## config.mk

```make
export PLATFORM = sky130hd
export DESIGN_NAME = fp_alu_op_sequencer
export DESIGN_NICKNAME = d
export VERILOG_FILES = /design/src/rtl/fp_alu_op_sequencer.sv
export SDC_FILE = /design/constraint.sdc
export NUM_CORES = 1
export LEC_CHECK = 0
export ABC_AREA = 1
export CORE_ASPECT_RATIO = 0.7
export CORE_MARGIN = 3
export CORE_UTILIZATION = 39
export DETAILED_ROUTE_END_ITERATION = 16
export PLACE_DENSITY = 0.79
export RECOVER_POWER = 100
export SETUP_SLACK_MARGIN = 0.05
export SYNTH_ARGS = -nofsm -noshare
export SYNTH_HDL_FRONTEND = slang
export SYNTH_SLANG_ARGS = --single-unit
```

## constraint.sdc

```tcl
create_clock -name clk -period 1.75 [get_ports clk]
set_input_delay 0.35 -clock clk [delete_from_list [all_inputs] [get_ports clk]]
set_output_delay 0.35 -clock clk [all_outputs]
set_load 0.05 [all_outputs]
```

## src/rtl/fp_alu_op_sequencer.sv

```systemverilog
// fp_alu_op_sequencer
//   Issue stage in front of a combinational floating-point ALU (add/mul).
//   A request is registered onto the ALU inputs and held for SETTLE_CYCLES
//   cycles. The ALU result and flags are then captured and presented on a
//   valid/ready output.
//   Flags the ALU leaves stale are masked: carry on multiply, overflow on add.
//   A sticky overflow flag and a saturating count of completed ops are kept.
//
// Ports
//   clk, rst                 clock, synchronous active-high reset
//   in_valid/in_ready        request handshake; in_a, in_b, in_sel operands
//   alu_a/alu_b/alu_sel      registered operands driven to the ALU
//   alu_result/carry/ovf     ALU outputs, sampled at the capture edge
//   out_valid/out_ready      result handshake; out_result/carry/overflow
//   clear_sticky             clears sticky_overflow (a new overflow wins)
//   sticky_overflow          set by any captured overflow
//   op_count                 completed output handshakes, saturating
//
// SETTLE_CYCLES must be in 1..15.
module fp_alu_op_sequencer #(
   parameter int unsigned SETTLE_CYCLES = 2,
   parameter int unsigned COUNT_WIDTH   = 16
) (
   input  logic                   clk,
   input  logic                   rst,
   input  logic                   in_valid,
   output logic                   in_ready,
   input  logic [31:0]            in_a,
   input  logic [31:0]            in_b,
   input  logic                   in_sel,
   output logic [31:0]            alu_a,
   output logic [31:0]            alu_b,
   output logic                   alu_sel,
   input  logic [31:0]            alu_result,
   input  logic                   alu_carry,
   input  logic                   alu_overflow,
   output logic                   out_valid,
   input  logic                   out_ready,
   output logic [31:0]            out_result,
   output logic                   out_carry,
   output logic                   out_overflow,
   input  logic                   clear_sticky,
   output logic                   sticky_overflow,
   output logic [COUNT_WIDTH-1:0] op_count
);

   typedef enum logic [1:0] {IDLE, SETTLE, HOLD} state_t;

   localparam logic [3:0] CNT_LOAD = 4'(SETTLE_CYCLES - 1);

   state_t                 state_q;
   logic [3:0]             cnt_q;
   logic [31:0]            alu_a_q, alu_b_q, res_q;
   logic                   alu_sel_q, carry_q, ovf_q, vld_q;
   logic                   sticky_q, sticky_d;
   logic [COUNT_WIDTH-1:0] cnt_ops_q, cnt_ops_d;
   logic                   accept, capture, out_fire, ovf_masked;

   // In HOLD a new request may be taken only on the same edge that
   // drains the current result.
   assign in_ready   = ~rst & ((state_q == IDLE) | ((state_q == HOLD) & out_ready));
   assign accept     = in_valid & in_ready;
   assign capture    = (state_q == SETTLE) && (cnt_q == 4'd0);
   assign out_fire   = (state_q == HOLD) & out_ready;
   assign ovf_masked = alu_overflow & alu_sel_q;

   always_comb begin
      sticky_d  = (capture & ovf_masked) | (sticky_q & ~clear_sticky);
      cnt_ops_d = cnt_ops_q;
      if (out_fire && (cnt_ops_q != {COUNT_WIDTH{1'b1}}))
         cnt_ops_d = cnt_ops_q + COUNT_WIDTH'(1);
   end

   always_ff @(posedge clk) begin
      if (rst) begin
         state_q   <= IDLE;
         cnt_q     <= 4'd0;
         alu_a_q   <= '0;
         alu_b_q   <= '0;
         alu_sel_q <= 1'b0;
         res_q     <= '0;
         carry_q   <= 1'b0;
         ovf_q     <= 1'b0;
         vld_q     <= 1'b0;
         sticky_q  <= 1'b0;
         cnt_ops_q <= '0;
      end else begin
         sticky_q  <= sticky_d;
         cnt_ops_q <= cnt_ops_d;
         case (state_q)
            IDLE: begin
               if (accept) begin
                  alu_a_q   <= in_a;
                  alu_b_q   <= in_b;
                  alu_sel_q <= in_sel;
                  cnt_q     <= CNT_LOAD;
                  state_q   <= SETTLE;
               end
            end
            SETTLE: begin
               if (cnt_q == 4'd0) begin
                  res_q   <= alu_result;
                  carry_q <= alu_carry & ~alu_sel_q;
                  ovf_q   <= ovf_masked;
                  vld_q   <= 1'b1;
                  state_q <= HOLD;
               end else begin
                  cnt_q <= cnt_q - 4'd1;
               end
            end
            HOLD: begin
               if (out_ready) begin
                  vld_q <= 1'b0;
                  if (accept) begin
                     alu_a_q   <= in_a;
                     alu_b_q   <= in_b;
                     alu_sel_q <= in_sel;
                     cnt_q     <= CNT_LOAD;
                     state_q   <= SETTLE;
                  end else begin
                     state_q <= IDLE;
                  end
               end
            end
            default: state_q <= IDLE;
         endcase
      end
   end

   assign alu_a           = alu_a_q;
   assign alu_b           = alu_b_q;
   assign alu_sel         = alu_sel_q;
   assign out_valid       = vld_q;
   assign out_result      = res_q;
   assign out_carry       = carry_q;
   assign out_overflow    = ovf_q;
   assign sticky_overflow = sticky_q;
   assign op_count        = cnt_ops_q;

endmodule

```

==> results of run 1 <==
area by class of cell:
type                    instances  area (sq um)  area share
clock buffers                  18           429      0.0591
repair buffers                249          1840       0.253
multi-input cells             440          2090       0.288
flip-flops and latches        123          2470       0.340
inverters                      21          83.8      0.0115
well taps                     157           196      0.0270
clock inverters                14           149      0.0205
power groups by stage:
stage               Clock (mW)  Sequential (mW)  Combinational, mW
finish                    3.40             3.11               1.59
global route              3.61             3.13               1.69
CTS                       3.46             3.11               1.74
detailed placement           0             3.17               1.73
global placement             0             3.16               1.70
floorplan                    0             3.78              0.413
stage by stage:
stage | utilization | setup WS (ns) | hold WS [ns]
finish | 0.611 | 0.0928 | 0.449
global route | 0.611 | 0.0238 | 0.472
CTS | 0.643 | 0.00171 | 0.434
detailed placement | 0.590 | -0.0495 | 0.457
global placement | 0.590 | -0.0375 | 0.452
floorplan | - | 0.0951 | 0.457
cell usage in the layout (no fill, tap or decap), types with 3 or more instances in the layout:
cell / count
clkbuf_1: 57
nand2_1: 116
dfxtp_2: 5
nand3_1: 147
o21ai_0: 36
clkinv_2: 3
or2_2: 3
nor2_2: 3
nor2_1: 89
inv_2: 4
xnor2_1: 3
dfxtp_1: 117
buf_4: 16
clkbuf_2: 64
xor2_1: 3
clkinvlp_4: 4
a21oi_2: 5
clkbuf_16: 17
buf_12: 7
clkdlybuf4s50_1: 100
clkinv_4: 4
a21oi_1: 13
nor2_4: 3
inv_1: 16
worst max-delay path: stages (launching register included):
cell     delay [ns]
dfxtp_4        0.38
inv_6          0.04
nand2_4        0.05
nor2_4         0.04
nor3_4         0.14
buf_12         0.13
buf_12         0.12
logic make-up (layout without fill, tap and decap cells):
family	Yosys count	after routing
compound gates	58	58
xor+xnor	6	6
fa+ha+maj	2	2
buf+inv	63	302
flops	123	123
simple gates	374	374
flip-flops by register name, indices dropped and copies added (netlist names):
signal           flops
alu_a               32
alu_b               32
out_result          32
op_count            16
cnt_q                4
state_q              2
alu_sel              1
out_carry            1
out_overflow         1
out_valid            1
sticky_overflow      1
how the worst min path moves through the flow:
| stage | start | to | depth (start not counted) |
|---|---|---|---|
| 4_1_cts | in_valid | cnt_q[2]$_SDFFE_PP0P_ | 5 |
| 3_5_place_dp | alu_a[11]$_SDFFE_PP0P_ | alu_a[11]$_SDFFE_PP0P_ | 2 |
| 5_1_grt | rst | state_q[0]$_SDFFE_PP0P_ | 4 |
| 3_3_place_gp | alu_a[11]$_SDFFE_PP0P_ | alu_a[11]$_SDFFE_PP0P_ | 2 |
| 2_1_floorplan | cnt_q[0]$_SDFFE_PP0P_ | cnt_q[0]$_SDFFE_PP0P_ | 2 |
| 6_report | rst | state_q[0]$_SDFFE_PP0P_ | 4 |
routing by layer:
| layer | vias to the layer above | wire length, um |
|---|---|---|
| met5 | - | 0 |
| met4 | 0 | 210 |
| met3 | 23 | 1270 |
| met2 | 219 | 7180 |
| met1 | 2308 | 6390 |
| li1 | 2511 | - |
what timing repair did:
action	CTS	global route
hold endpoints to repair	0	0
pin swaps	2	2
setup endpoints to repair	1	13
hold buffers	0	0
setup buffers	4	0
gates resized for setup	10	8
==> results.md, run 1 <==
- Nets: between 900 and 1k
- Drt drc: 0
- Fin area: 7260 sq um
- Synth top cells by count: 147 x nand3_1, 123 x dfxtp_1, 118 x nand2_1
- CP endpoint: in_ready
- Total global routing overflow: 0
- Adder-cell area share of the yosys netlist: 0.00518
- Initial core utilization: 0.407
- Post-synth cell types: 31
- YS warnings: 0
- Internal cell power: 5.59 mW
- Vias in the first global route: around 5k
- R2R depth: 9
- Switching power: between 2 and 3 mW
- Setup Viol. Count Final: 0
- Combinational share of power: 0.196
- CP startpoint: state_q[0]$_SDFFE_PP0P_
- Largest family of logic cells by synthesized area: simple AND/OR/NAND/NOR gates
- Max Freq: between 0.6 and 0.7 GHz
- Vias per Instance: 4.95
- Clk Tree Root Cell: clkbuf_16
- Hpwl dp: about 11000 um
- Multiplexer share of the synthesized area: 0
- N_diodes: 0
- Leading area contributor after synthesis: dfxtp_1
- Clock share of power: 0.420
- Gr busiest metal: met2
- Critical path arrival: roughly 1.3 ns
- Crit path max fanout: 2
- Met1 Use GR: 0.270
- CTS H-tree depth: 4
- Max-cap violations: 0
- Core ar.: roughly 12000 sq um
- Synth Area in Compound Gates: 0.0681
- Clk buf depth: 2
- GR Layer Usage met3: 0.0726
- Die width: ~140 um
- Die area: ~14000 sq um
- Post-Synthesis Cells: approximately 630
- Worst setup path class: register to output port
- Number of enable flip-flop cells after synthesis: 0
- Switching Fraction: 0.310
- Syn avg cell area: approximately 7.7 sq um
- Final std cells w/o fill: 1022
- Seq/Total Area, Yosys: 0.509
- Ys flop type: dfxtp_1
- Area contributors post-synth: dfxtp_1 51%, nand3_1 15%, nand2_1 9.2%
- Post-Route WL: 15000 um
- Detailed Routing Iterations Pass 1: 4
- Clk_lat worst skew: about 0.4 ns
- Unrepaired setup endpoints after global routing: yes
- Clock sinks: around 120
- Synth Area in XOR/XNOR: 0.0109
- CP endpoint kind: output port
- Setup slack, reg-to-reg: approximately 0.16 ns
- Placed insts: approximately 990
- Leak Pwr: approximately 3.2 nW
- Simple-Gate Fraction of Synth Area: 0.346
- PwrDens: 1110 nW/um^2
- Setup Skew: 0.00788 ns
- Reg2reg start: state_q[0]$_SDFFE_PP0P_
- Synth Cell Area: 4830 sq um
- Top-area cell type share of the netlist area: 0.509
- Setup TNS: 0 ns
- Slew Viols, Final: 0
- Input/output buffers: 221
- Die Y: 99.2 um
- Slew headroom: 0.579
- Max IR drop VDD: around 0.74 mV
- GRT met2 Usage: 0.355
- Worst Path Required: ~1.4 ns
- TritonCTS buffer count: 17
- GP Congestion: between 0.8 and 0.9
- Row count: 33
- Worst R2R End: alu_a[30]$_SDFFE_PP0P_
- Outcome: finished clean
- Minimum clock period after layout: approximately 1.7 ns
- Syn_nets: 732
- Final period util: 0.947
- Tot Pwr: ~8.1 mW
- Most common cell in the netlist: nand3_1
- DRT antenna net count: 0
- 1st-iter DRT viols: about 260
- Fraction of layout cells with a size suffix above 1: 0.178
- FFs w/ async S/R, synth: 0
- Synth-to-Final Area Change: 50.2%
- CTS tree: yes
- Wire length per cell: approximately 15 um
- CP Launch Type: register
- Fin. Hold Viols: 0
- Wire length of the first global-routing pass: ~24000 um
- Placed Area: around 7000 sq um
- Seq cells post-synth: between 100 and 150
- I/O Pins: between 200 and 250
- Clk pin slew, worst setup/hold paths: 0.06 ns
- Min-delay worst type: primary input to register
- Slew @ Worst Pin: 0.635 ns
- Largest net degree at the start of global routing: between 60 and 70
- Via count: slightly above 5k
- Number of fillers in the final layout: roughly 1.1k
- Initial antenna violation count: 0
- Seq pwr share: 0.384
- Total track usage: 0.216
Power figures use the tool's default switching activity.
==> run 2: changes to the inputs <==
- ABC_AREA: 1 -> unset
- CORE_UTILIZATION: 39 -> 41
- GPL_TIMING_DRIVEN: unset -> 0
- PLACE_DENSITY: 0.79 -> 0.84
==> results.md, run 2 <==
- Min-delay worst type: register to register (was primary input to register)
- Max-cap violations: 0 (unchanged)
- Leading area contributor after synthesis: dfxtp_1 (unchanged)
- CTS H-tree depth: 4 (unchanged)
- Fin area: 7860 sq um (was 7260 sq um)
- Most common cell in the netlist: nand2_1 (was nand3_1)
- Met1 Use GR: 0.294 (was 0.270)
- Setup slack, reg-to-reg: 0.02 ns (was 0.16 ns)
- GRT met2 Usage: 0.386 (was 0.355)
- Total global routing overflow: 0 (unchanged)
- Nets: 935 (was 958)
- Clk buf depth: 2 (unchanged)
- Fraction of layout cells with a size suffix above 1: 0.147 (was 0.178)
- Syn_nets: 683 (was 732)
- DRT antenna net count: 0 (unchanged)
- Switching power: 2.55 mW (was 2.51 mW)
- Initial core utilization: 0.435 (was 0.407)
- Total track usage: 0.239 (was 0.216)
- 1st-iter DRT viols: 222 (was 256)
- Setup Viol. Count Final: 0 (unchanged)
- CTS tree: yes (unchanged)
- Clock sinks: 123 (unchanged)
- Synth Cell Area: 4640 sq um (was 4830 sq um)
- Worst R2R End: op_count[8]$_SDFFE_PP0P_ (was alu_a[30]$_SDFFE_PP0P_)
- Worst Hold End: alu_a[2]$_SDFFE_PP0P_ (was state_q[0]$_SDFFE_PP0P_)
- Commonest cells after routing, fill and taps aside: 205 x nand2_1, 105 x dfxtp_1, 102 x dlygate4sd2_1 (was 147 x nand3_1, 117 x dfxtp_1, 116 x nand2_1)
- Syn avg cell area: 8.04 sq um (was 7.72 sq um)
- Combinational share of power: 0.205 (was 0.196)
- GR Layer Usage met3: 0.0944 (was 0.0726)
- Worst setup path class: register to register (was register to output port)
- Fin. Hold Viols: 0 (unchanged)
- Commonest non-fill, non-tap cell in the layout: nand2_1 (was nand3_1)
- Clk Tree Root Cell: clkbuf_16 (unchanged)
- Initial antenna violation count: 0 (unchanged)
- Final period util: 0.986 (was 0.947)
- Buf/Inv on CP: 1 (was 3)
- PwrDens: 1090 nW/um^2 (was 1110 nW/um^2)
- Seq/Total Area, Yosys: 0.530 (was 0.509)
- Internal cell power: 6.02 mW (was 5.59 mW)
- Slew headroom: 0.573 (was 0.579)
- Multi-input logic area: 2160 sq um (was 2090 sq um)
- Via count: 5062 (was 5061)
- Unrepaired setup endpoints after global routing: yes (unchanged)
- Clk_lat worst skew: 0.40 ns (was 0.41 ns)
- Vias in the first global route: 4992 (was 4989)
- Wire length of the first global-routing pass: 24300 um (was 24500 um)
- I/O Pins: 222 (unchanged)
- Post-Route WL: 15600 um (was 15000 um)
- Input/output buffers: 220 (was 221)
- Top-area cell type share of the netlist area: 0.530 (was 0.509)
- Core ar.: 10700 sq um (was 11900 sq um)
- Synth-to-Final Area Change: 69.3% (was 50.2%)
- Max Freq: 0.580 GHz (was 0.603 GHz)
- Seq cells post-synth: 123 (unchanged)
- Clk pin slew, worst setup/hold paths: 0.05 ns (was 0.06 ns)
- Switching Fraction: 0.298 (was 0.310)
- YS warnings: 0 (unchanged)
- Area contributors post-synth: dfxtp_1 53%, nand2_1 17%, o21ai_0 7.4% (was dfxtp_1 51%, nand3_1 15%, nand2_1 9.2%)
- Seq pwr share: 0.363 (was 0.384)
- Clock share of power: 0.433 (was 0.420)
- Hold Worst Slack: 0.449 ns (about the same)
- TritonCTS buffer count: 17 (unchanged)
- Slew @ Worst Pin: 0.641 ns (was 0.635 ns)
- Max IR drop VDD: 0.818 mV (was 0.742 mV)
- Die area: 12700 sq um (was 13800 sq um)
- Slowest stage delay, CP: 0.38 ns (about the same)
- Die width: 133 um (was 139 um)
- Gr busiest metal: met2 (unchanged)
- Sequential Area: 2510 sq um (was 2470 sq um)
- # hold bufs at CTS: 0 (unchanged)
- Hpwl dp: 11400 um (was 10600 um)
- R2R depth: 5 (was 9)
- Worst setup margin: 0.0246 ns (was 0.0928 ns)
- Crit path max fanout: 8 (was 2)
- Post-synth cell types: 43 (was 31)
- CP endpoint kind: register (was output port)
- Post-Synthesis Cells: 577 (was 626)
- Largest net degree at the start of global routing: 17 (was 65)
- Hold_sp: alu_a[2]$_SDFFE_PP0P_ (was rst)
- Ordered list of cells on the worst path: buf_6 -> and3b_1 -> nand2_1 -> nor4_1 -> mux2_2 (was inv_6 -> nand2_4 -> nor2_4 -> nor3_4 -> buf_12 -> buf_12)
- Slew Viols, Final: 0 (unchanged)
- CP delay by family, top: simple AND/OR/NAND/NOR gates (was flip-flops)
- FFs w/ async S/R, synth: 0 (unchanged)
- Reg2reg start: state_q[0]$_SDFFE_PP0P_ (unchanged)
- Minimum clock period after layout: 1.73 ns (was 1.66 ns)
- Number of fillers in the final layout: 833 (was 1066)
- Ys flop type: dfxtp_1 (unchanged)
- Outcome: finished clean (unchanged)
- Number of enable flip-flop cells after synthesis: 0 (unchanged)
- CP Launch Type: register (unchanged)
- Hold depth: 2 (was 4)
- Setup Skew: 0.00878 ns (was 0.00788 ns)
- GP Congestion: 0.816 (was 0.842)
- N_diodes: 0 (unchanged)
- Post-place setup slack: -0.844 ns (was -0.0495 ns)
- Critical path arrival: 2.01 ns (was 1.31 ns)
- Worst Path Required: 2.04 ns (was 1.40 ns)
- Placed Area: 7110 sq um (was 7020 sq um)
- Row count: 31 (was 33)
- Vias per Instance: 5.12 (was 4.95)
- Detailed Routing Iterations Pass 1: 5 (was 4)
- Leak Pwr: 3.38 nW (was 3.20 nW)
- Drt drc: 0 (unchanged)
- Wire length per cell: 15.8 um (was 14.7 um)
- Die Y: 95.0 um (was 99.2 um)
- Slowest stage cell, crit path: mux2_2 (was dfxtp_4)
- Synth top cells by count: 205 x nand2_1, 123 x dfxtp_1, 69 x o21ai_0 (was 147 x nand3_1, 123 x dfxtp_1, 118 x nand2_1)
run 2: power by group through the flow:
stage / logic (mW) / clock network, mW / registers (mW)
4_1_cts: 1.74 / 3.76 / 3.11
3_5_place_dp: 1.80 / 0 / 3.17
6_report: 1.75 / 3.71 / 3.11
2_1_floorplan: 0.404 / 0 / 3.81
5_1_grt: 1.86 / 3.90 / 3.13
3_3_place_gp: 1.77 / 0 / 3.16
run 2: cell type report:
type,instances,area share
multi-input cells,410,0.275
flip-flops and latches,123,0.319
inverters,5,0.00255
well taps,148,0.0236
plain buffers,38,0.0245
clock buffers,18,0.0559
repair buffers,234,0.275
clock inverters,13,0.0242
run 2: layer usage:
metal,up-vias,part of all wire
li1,2447,-
met1,2404,0.43
met2,184,0.47
met3,27,0.083
met4,0,0.016
met5,-,0
run 2: what timing repair did:
action | CTS | global route
setup endpoints to repair | 230 | 98
buffers inserted | 9 | 5
resized for setup | 159 | 39
pin swaps | 7 | 5
cloned | 0 | 0
run 2: how the worst max path moves through the flow:
stage,slack (ns),endpoint,from,depth (start not counted)
3_3_place_gp,-0.80,alu_b[27]$_SDFFE_PP0P_,out_ready,6
6_report,0.02,op_count[8]$_SDFFE_PP0P_,state_q[0]$_SDFFE_PP0P_,5
2_1_floorplan,0.04,op_count[12]$_SDFFE_PP0P_,op_count[1]$_SDFFE_PP0P_,5
4_1_cts,-0.11,in_ready,state_q[1]$_SDFFE_PP0P_,3
5_1_grt,-0.03,op_count[8]$_SDFFE_PP0P_,op_count[13]$_SDFFE_PP0P_,4
3_5_place_dp,-0.84,alu_b[2]$_SDFFE_PP0P_,out_ready,7
run 2: metrics by stage:
step                       util  TNS (ns)  std cells  total power [mW]
after floorplan               -         0        577              4.21
after global placement    0.666    -60.24        945              4.93
after detailed placement  0.666    -64.89        945              4.97
after CTS                 0.729    -0.106        985              8.61
after global routing      0.737   -0.0508        989              8.90
final                     0.737         0        989              8.57
run 2: worst register-to-register path: cells and delay by family, from the launching register on:
| family | cells | cell delay [ns] |
|---|---|---|
| buffers and inverters | 1 | 0.13 |
| multiplexers | 1 | 0.39 |
| AND/OR/NAND/NOR | 3 | 0.77 |
| flip-flops | 1 | 0.32 |
run 2: cells by family (layout without fill, tap and decap cells):
kind of cell | count (synthesis) | in the layout | synth area share
compound gates | 135 | 135 | 0.156
simple gates | 269 | 269 | 0.260
flops | 123 | 123 | 0.530
mux | 4 | 4 | 0.00943
fa+ha+maj | 2 | 2 | 0.00539
buf+inv | 44 | 308 | 0.0394
